<file path="src/rtl/usr_cmd_sequencer.sv">
// Command sequencer for the 4-bit universal shift register: runs one op for N cycles, pulses done,
// and keeps a shadow copy of the register contents.
module usr_cmd_sequencer #(
  parameter int WIDTH = 4,
  parameter int CNT_W = 3
) (
  input  logic             clk,
  input  logic             rst,
  input  logic             flush,
  input  logic             cmd_valid,
  output logic             cmd_ready,
  input  logic [1:0]       cmd_op,
  input  logic [CNT_W-1:0] cmd_count,
  input  logic [WIDTH-1:0] cmd_data,
  input  logic             cmd_fill,
  output logic [1:0]       sel,
  output logic [WIDTH-1:0] par_out,
  output logic             il,
  output logic             ir,
  output logic             busy,
  output logic             done,
  output logic [WIDTH-1:0] shadow
);

  typedef enum logic [1:0] {IDLE, RUN, DONE} state_t;

  localparam logic [1:0] OP_HOLD = 2'b00;
  localparam logic [1:0] OP_SHR  = 2'b01;
  localparam logic [1:0] OP_SHL  = 2'b10;
  localparam logic [1:0] OP_LOAD = 2'b11;

  state_t           state;
  logic [1:0]       op_q;
  logic [CNT_W-1:0] cnt_q;
  logic [WIDTH-1:0] data_q;
  logic             fill_q;
  logic             running;

  always_ff @(posedge clk or negedge rst) begin
    if (!rst) begin
      state  <= IDLE;
      op_q   <= OP_HOLD;
      cnt_q  <= '0;
      data_q <= '0;
      fill_q <= 1'b0;
      shadow <= '0;
      done   <= 1'b0;
    end else if (flush) begin
      // Abort without a done pulse; shadow keeps whatever the register already holds.
      state <= IDLE;
      cnt_q <= '0;
      done  <= 1'b0;
    end else begin
      unique case (state)
        IDLE: begin
          done <= 1'b0;
          if (cmd_valid) begin
            op_q   <= cmd_op;
            data_q <= cmd_data;
            fill_q <= cmd_fill;
            if (cmd_op == OP_LOAD || cmd_count == '0)
              cnt_q <= CNT_W'(1);
            else
              cnt_q <= cmd_count;
            state <= RUN;
          end
        end
        RUN: begin
          cnt_q <= cnt_q - CNT_W'(1);
          unique case (op_q)
            OP_HOLD: shadow <= shadow;
            OP_SHR:  shadow <= {fill_q, shadow[WIDTH-1:1]};
            OP_SHL:  shadow <= {shadow[WIDTH-2:0], fill_q};
            OP_LOAD: shadow <= data_q;
          endcase
          if (cnt_q <= CNT_W'(1)) begin
            state <= DONE;
            done  <= 1'b1;
          end
        end
        DONE: begin
          done  <= 1'b0;
          state <= IDLE;
        end
        default: begin
          state <= IDLE;
          done  <= 1'b0;
        end
      endcase
    end
  end

  // Register-facing outputs decode only registered state; flush alone may force hold.
  assign running   = (state == RUN);
  assign busy      = (state != IDLE);
  assign cmd_ready = (state == IDLE) && !flush;
  assign sel       = (running && !flush) ? op_q : OP_HOLD;
  assign par_out   = running ? data_q : '0;
  assign ir        = running && (op_q == OP_SHR) && fill_q;
  assign il        = running && (op_q == OP_SHL) && fill_q;

endmodule

</file>
<file path="config.mk">
export PLATFORM = sky130hd
export DESIGN_NAME = usr_cmd_sequencer
export DESIGN_NICKNAME = d
export VERILOG_FILES = /design/src/rtl/usr_cmd_sequencer.sv
export SDC_FILE = /design/constraint.sdc
export NUM_CORES = 1
export LEC_CHECK = 0
export CAP_MARGIN = 0
export CORE_ASPECT_RATIO = 1.4
export CORE_MARGIN = 1.5
export CORE_UTILIZATION = 30
export CTS_BUF_LIST = sky130_fd_sc_hd__clkbuf_8
export DETAILED_ROUTE_END_ITERATION = 8
export GPL_ROUTABILITY_DRIVEN = 0
export HOLD_SLACK_MARGIN = 0.08
export PLACE_DENSITY = 0.53
export SKIP_LAST_GASP = 1
export SYNTH_ARGS = -nofsm -noshare
export SYNTH_HDL_FRONTEND = slang
export SYNTH_SLANG_ARGS = --single-unit
</file>
<file path="constraint.sdc">
create_clock -name clk -period 2.6 [get_ports clk]
set_input_delay 0.52 -clock clk [delete_from_list [all_inputs] [get_ports clk]]
set_output_delay 0.52 -clock clk [all_outputs]
set_load 0.02 [all_outputs]
</file>
==> results of run 1 <==
-- path summary, 6_finish.rpt --
check,startpoint,endpoint,slack [ps],depth (start not counted)
max reg2reg,state[0]$_DFFE_PN0P_,data_q[1]$_DFFE_PN0P_,1170,3
min reg2reg,cnt_q[1]$_DFFE_PN0P_,state[1]$_DFFE_PN0P_,490,1
min,cnt_q[1]$_DFFE_PN0P_,state[1]$_DFFE_PN0P_,490,1
max in group asynchronous,rst,state[1]$_DFFE_PN0P_,1390,1
max,flush,cmd_ready,110,4
min in group asynchronous,rst,shadow[3]$_DFFE_PN0P_,720,1
-- cells in the mapped netlist --
| master | instances | area share [%] |
|---|---|---|
| nand2_1 | 4 | 1.6 |
| nor3_1 | 1 | 0.52 |
| nor2b_1 | 3 | 1.9 |
| o21ba_2 | 1 | 1.0 |
| a22oi_1 | 1 | 0.78 |
| o21ai_0 | 5 | 2.6 |
| nand3_1 | 1 | 0.52 |
| and2_1 | 6 | 3.9 |
| nor2_1 | 8 | 3.1 |
| a211oi_1 | 1 | 0.78 |
| inv_1 | 5 | 1.9 |
| o21a_1 | 1 | 0.78 |
| nor3b_4 | 1 | 1.9 |
| or3b_4 | 1 | 1.2 |
| o221a_2 | 3 | 3.5 |
| nor3_2 | 1 | 1.0 |
| a221oi_1 | 1 | 0.91 |
| and2_4 | 1 | 0.91 |
| mux2i_1 | 1 | 1.0 |
| and4bb_1 | 1 | 1.3 |
| and4bb_2 | 1 | 1.3 |
| o21ai_1 | 1 | 0.52 |
| buf_2 | 1 | 0.52 |
| a31oi_1 | 4 | 2.6 |
| and2b_1 | 1 | 0.78 |
| buf_6 | 1 | 1.2 |
| or2_2 | 1 | 0.65 |
| mux2_2 | 8 | 9.4 |
| o2bb2ai_1 | 2 | 1.8 |
| o21bai_1 | 1 | 0.78 |
| nor3b_1 | 2 | 1.6 |
| dfrtp_1 | 17 | 44 |
| o22a_1 | 1 | 0.91 |
| ha_1 | 1 | 1.3 |
| nand2b_1 | 2 | 1.3 |
-- logic make-up (layout without fill, tap and decap cells) --
| logic type | count (synthesis) | in the layout | share of synthesized area, % |
|---|---|---|---|
| simple gates | 35 | 35 | 23.51 |
| compound gates | 22 | 22 | 17.01 |
| flops | 17 | 17 | 44.16 |
| mux | 9 | 9 | 10.39 |
| buf+inv | 7 | 42 | 3.636 |
| fa+ha+maj | 1 | 1 | 1.298 |
-- worst max-delay path: cells and delay by family --
family	cells	cell delay, ps
buffers and inverters	3	1310
and+or+nand+nor	1	130
-- power by group --
part,internal (mW),switching [mW]
Clock,0.105,0.0911
Sequential,0.329,0.0791
Combinational,0.216,0.163
Total,0.650,0.333
-- flip-flops by register name, indices dropped and copies added, names as in the netlist --
signal and cells:
data_q 4, op_q 2, cnt_q 3, shadow 4
fill_q 1, done 1, state 2
-- per-stage QoR --
step	instances	util, %
2_1_floorplan	91	-
3_3_place_gp	161	42.48
3_5_place_dp	161	42.48
4_1_cts	165	43.93
5_1_grt	165	43.93
6_report	165	43.93
-- routing by layer --
| metal | vias to the layer above | share of wire (%) | track usage, % |
|---|---|---|---|
| met5 | - | 0 | 0 |
| met4 | 0 | 0.60 | 5.405 |
| met3 | 2 | 5.3 | 2.137 |
| met2 | 23 | 49 | 22.95 |
| met1 | 392 | 45 | 16.35 |
| li1 | 402 | - | - |
-- cell type report --
cell class / count / area [sq um] / share of cell area [%]
sequential: 17 / 425.4 / 31.31
clock inverter: 1 / 3.754 / 0.2762
multi-input combinational: 67 / 503.0 / 37.02
clock buffer: 3 / 41.29 / 3.039
tap: 39 / 48.80 / 3.591
inverter: 5 / 18.77 / 1.381
timing repair buffer: 33 / 317.8 / 23.39
==> flow_metrics.tcl, run 1 <==
set metrics [dict create \
    grt_setup_unrepaired "false" \
    ys_types 35 \
    fin_skew_ps 6.430 \
    fin_crit_sh_pct 95.62 \
    total_power_mw 0.9835 \
    ys_seq_elements 17 \
    grt-ovfl-total 0 \
    holdCritPathClass "reg -> reg" \
    crit_arrival_ps 1970 \
    p_leak_nw 0.5620 \
    max_freq_mhz 402.3 \
    syn_avg_cell_area_sq_um 10.59 \
    cts_root_buffer "clkbuf_8" \
    slowest_delay_ps 630 \
    path_common_cell "clkdlybuf4s50_1" \
    drv_cap 0 \
    wl_um 2161 \
    areaGrowthSynthToFinish_pct 41.04 \
    ctsHoldBuffers 0 \
    clkLatencyLatePin_ps 250 \
    grt_pass1_vias 834 \
    fill_cells 314 \
    period_minus_slack_ps 2486 \
    avgViaCountPerCell 4.964 \
    crit_path_end_kind "output pin" \
    path_class "in -> out" \
    synthCells 91 \
    portBuffers 28 \
    track_usage_pct 13.38 \
    crit_required_ps 2080 \
    ios 29 \
    yosysWarnings 0 \
    final_cell_mix "clkdlybuf4s50_1, dfrtp_1, nor2_1, mux2_2" \
    antenna_found_initial 0 \
    peakVddDrop_v 0.0002975 \
    first_iter_violations 17 \
    finalSetupTns_ps 0 \
    grt_max_degree 18 \
    drive_gt1_share_pct 20.63 \
    ant_nets 0 \
    first_pass_iters 4 \
    cts_buffers 3 \
    cts_sinks 17 \
    cts-resized-gates 0 \
    power_density_nw_per_um2 723.8 \
    crit_fanout 6 \
    nets 142 \
    num_antenna_cells 0 \
    synthesis.nets 106 \
    tightest_slew_ps 782.0 \
    hpwl_um 1652 \
    post_cts_buffers 0 \
    finalInstanceArea_sq_um 1359 \
    post_dp_cell_area_sq_um 1314 \
    num_vias 819 \
    h-tree-depth 1 \
    die-area_sq_um 3565 \
    grt_pass1_wl_um 3650 \
    final-max-slew-violation-count 0 \
    layout_commonest_cell "clkdlybuf4s50_1" \
    finalWorstSetupSlack_ps 114.0 \
    setup_viol 0 \
    cp-start-kind "input port" \
    initial_core_util_pct 31.15 \
    cts_tree "done" \
    avgRoutedWirePerCell_um 13.10 \
    cts.clk_slew.worst_paths_ps 60 \
    die_w_um 50.90 \
    synth-seq-area-share_pct 44.16 \
    drc 0 \
    cts_max_path_buffers 2 \
    hold_viol 0 \
    slowest_stage "clkdlybuf4s50_1" \
    relSlewSlack_pct 47.70 \
    num_rows 24 \
    die_height_um 70.05 \
    outcome "finished, final reports clean" \
    design.core.area_sq_um 3093 \
    synthesis.area_sq_um 963.4 \
    holdWs_ps 489.4 \
    pre_cts_ws_ps 119.5 \
    cp_cell_sequence "clkdlybuf4s50_1, buf_4, nor3_2, clkdlybuf4s50_1" \
]
Power figures use the tool's default switching activity.
==> run 2: changes to the inputs <==
CORE_UTILIZATION = 43   (was 30)
PLACE_DENSITY = 0.72   (was 0.53)
==> flow_metrics.tcl, run 2 (synthesis results as in run 1) <==
set metrics [dict create \
    route.met3.wl_um 74 \
    ctsHoldBuffers 0 \
    power_frac_comb_pct 39.6 \
    total_power_mw 0.9870 \
    power_density_nw_per_um2 737.3 \
    finalInstanceArea_sq_um 1339 \
    p_leak_nw 0.5600 \
    track_usage_pct 18.11 \
    drv_cap 0 \
    num_antenna_cells 0 \
    startpoint "flush" \
    crit_required_ps 2080 \
    outcome "finished, final reports clean" \
    cts-resized-gates 0 \
    tightest_slew_ps 753.1 \
    holdCritPathClass "reg -> reg" \
    drive_gt1_share_pct 21.43 \
    areaGrowthSynthToFinish_pct 38.96 \
    nets 142 \
    grt-ovfl-total 0 \
    swShare_pct 33.57 \
    crit_path_end_kind "output pin" \
    grt_setup_unrepaired "false" \
    cts_sinks 17 \
    h-tree-depth 1 \
    final_cell_mix "clkdlybuf4s50_1, dfrtp_1, nor2_1, mux2_2, and2_1" \
    internal_power_mw 0.6557 \
    cts_tree "done" \
    antenna_found_initial 0 \
    reg2reg_from "state[1]$_DFFE_PN0P_" \
    drc 0 \
    post_dp_cell_area_sq_um 1292 \
    wl_met1_um 888 \
    die_w_um 43.01 \
    cp-start-kind "input port" \
    die-area_sq_um 2538 \
    grt_pass1_wl_um 3512 \
    path_class "in -> out" \
    fin_skew_ps 1.839 \
    cts.clk_slew.worst_paths_ps 70 \
    cts_root_buffer "clkbuf_8" \
    grt_pass1_vias 818 \
    grt_max_degree 18 \
    first_iter_violations 12 \
    holdWs_ps 495.8 \
    top_regs "data_q: 4 flops, shadow: 4 flops, cnt_q: 3 flops" \
    worstHoldStart "cnt_q[2]$_DFFE_PN0P_" \
    design.core.area_sq_um 2152 \
    finalSetupTns_ps 0 \
    hold_viol 0 \
    layout_commonest_cell "clkdlybuf4s50_1" \
    first_pass_iters 3 \
    cts_buffers 3 \
    hpwl_um 1562 \
    ios 29 \
    setup_viol 0 \
    cts_max_path_buffers 2 \
    final-max-slew-violation-count 0 \
    ant_nets 0 \
    portBuffers 28 \
    num_vias 816 \
    clkLatencyLatePin_ps 250 \
    max_freq_mhz 402.1 \
    fin_crit_sh_pct 95.65 \
    top_layer "met4" \
    period_minus_slack_ps 2487 \
    avgViaCountPerCell 5.514 \
    r2r_cells 3 \
    min_to "state[1]$_DFFE_PN0P_" \
    hold_depth 1 \
    relSlewSlack_pct 49.64 \
    worstReg2RegEnd "data_q[0]$_DFFE_PN0P_" \
    sequentialPowerShare_pct 40.3 \
    post_cts_buffers 0 \
    peakVddDrop_v 0.0004648 \
    route.met2.wl_um 1020 \
    wl_um 2013 \
    crit_fanout 6 \
    crit_arrival_ps 1970 \
    clkPwrFrac_pct 20.1 \
    initial_core_util_pct 44.77 \
    die_height_um 59.01 \
    reg2reg_slack_ps 1180 \
    avgRoutedWirePerCell_um 13.60 \
    power_switching_mw 0.3314 \
    num_rows 20 \
]
-- run 2: changes by cell type in the layout (fill, tap and decap cells not counted) --
cell      before  now
inv_1          6    5
clkinv_2       0    1
-- run 2: power by group through the flow --
stage | clock network, mW | logic, mW | registers (mW)
finish | 0.198 | 0.391 | 0.398
global route | 0.215 | 0.427 | 0.411
CTS | 0.202 | 0.396 | 0.399
detailed placement | 0 | 0.395 | 0.404
global placement | 0 | 0.390 | 0.402
floorplan | 0 | 0.206 | 0.425
-- run 2: critical path: stages --
cell and delay, ps:
clkdlybuf4s50_1 490, buf_4 190, nor3_2 130, clkdlybuf4s50_1 630
-- run 2: area by class of cell --
type                    count  area [sq um]
clock buffers               3         41.29
clock inverters             1         5.005
fillers                   194         813.3
inverters                   5         18.77
multi-input cells          67         503.0
flip-flops and latches     17         425.4
well taps                  22         27.53
repair buffers             33         317.8
-- run 2: how the worst max path moves through the flow --
| stage | to | slack (ps) | depth (start not counted) |
|---|---|---|---|
| after floorplan | il | 750 | 3 |
| after CTS | cmd_ready | 100 | 4 |
| after detailed placement | cmd_ready | 100 | 4 |
| final | cmd_ready | 110 | 4 |
| after global routing | il | 3 | 4 |
| after global placement | cmd_ready | 130 | 4 |
-- run 2: metrics by stage --
step,cells,utilization [%],setup WS [ps]
floorplan,91,-,751.6
global placement,144,60.06,130.0
detailed placement,144,60.06,104.8
CTS,148,62.21,99.31
global route,148,62.21,2.698
finish,148,62.21,113.0
-- run 2: routing by layer --
metal  vias up  GRT usage (%)
met5         -              0
met2        21          31.60
met4         0          6.926
li1        399              -
met3         4          2.744
met1       392          22.42
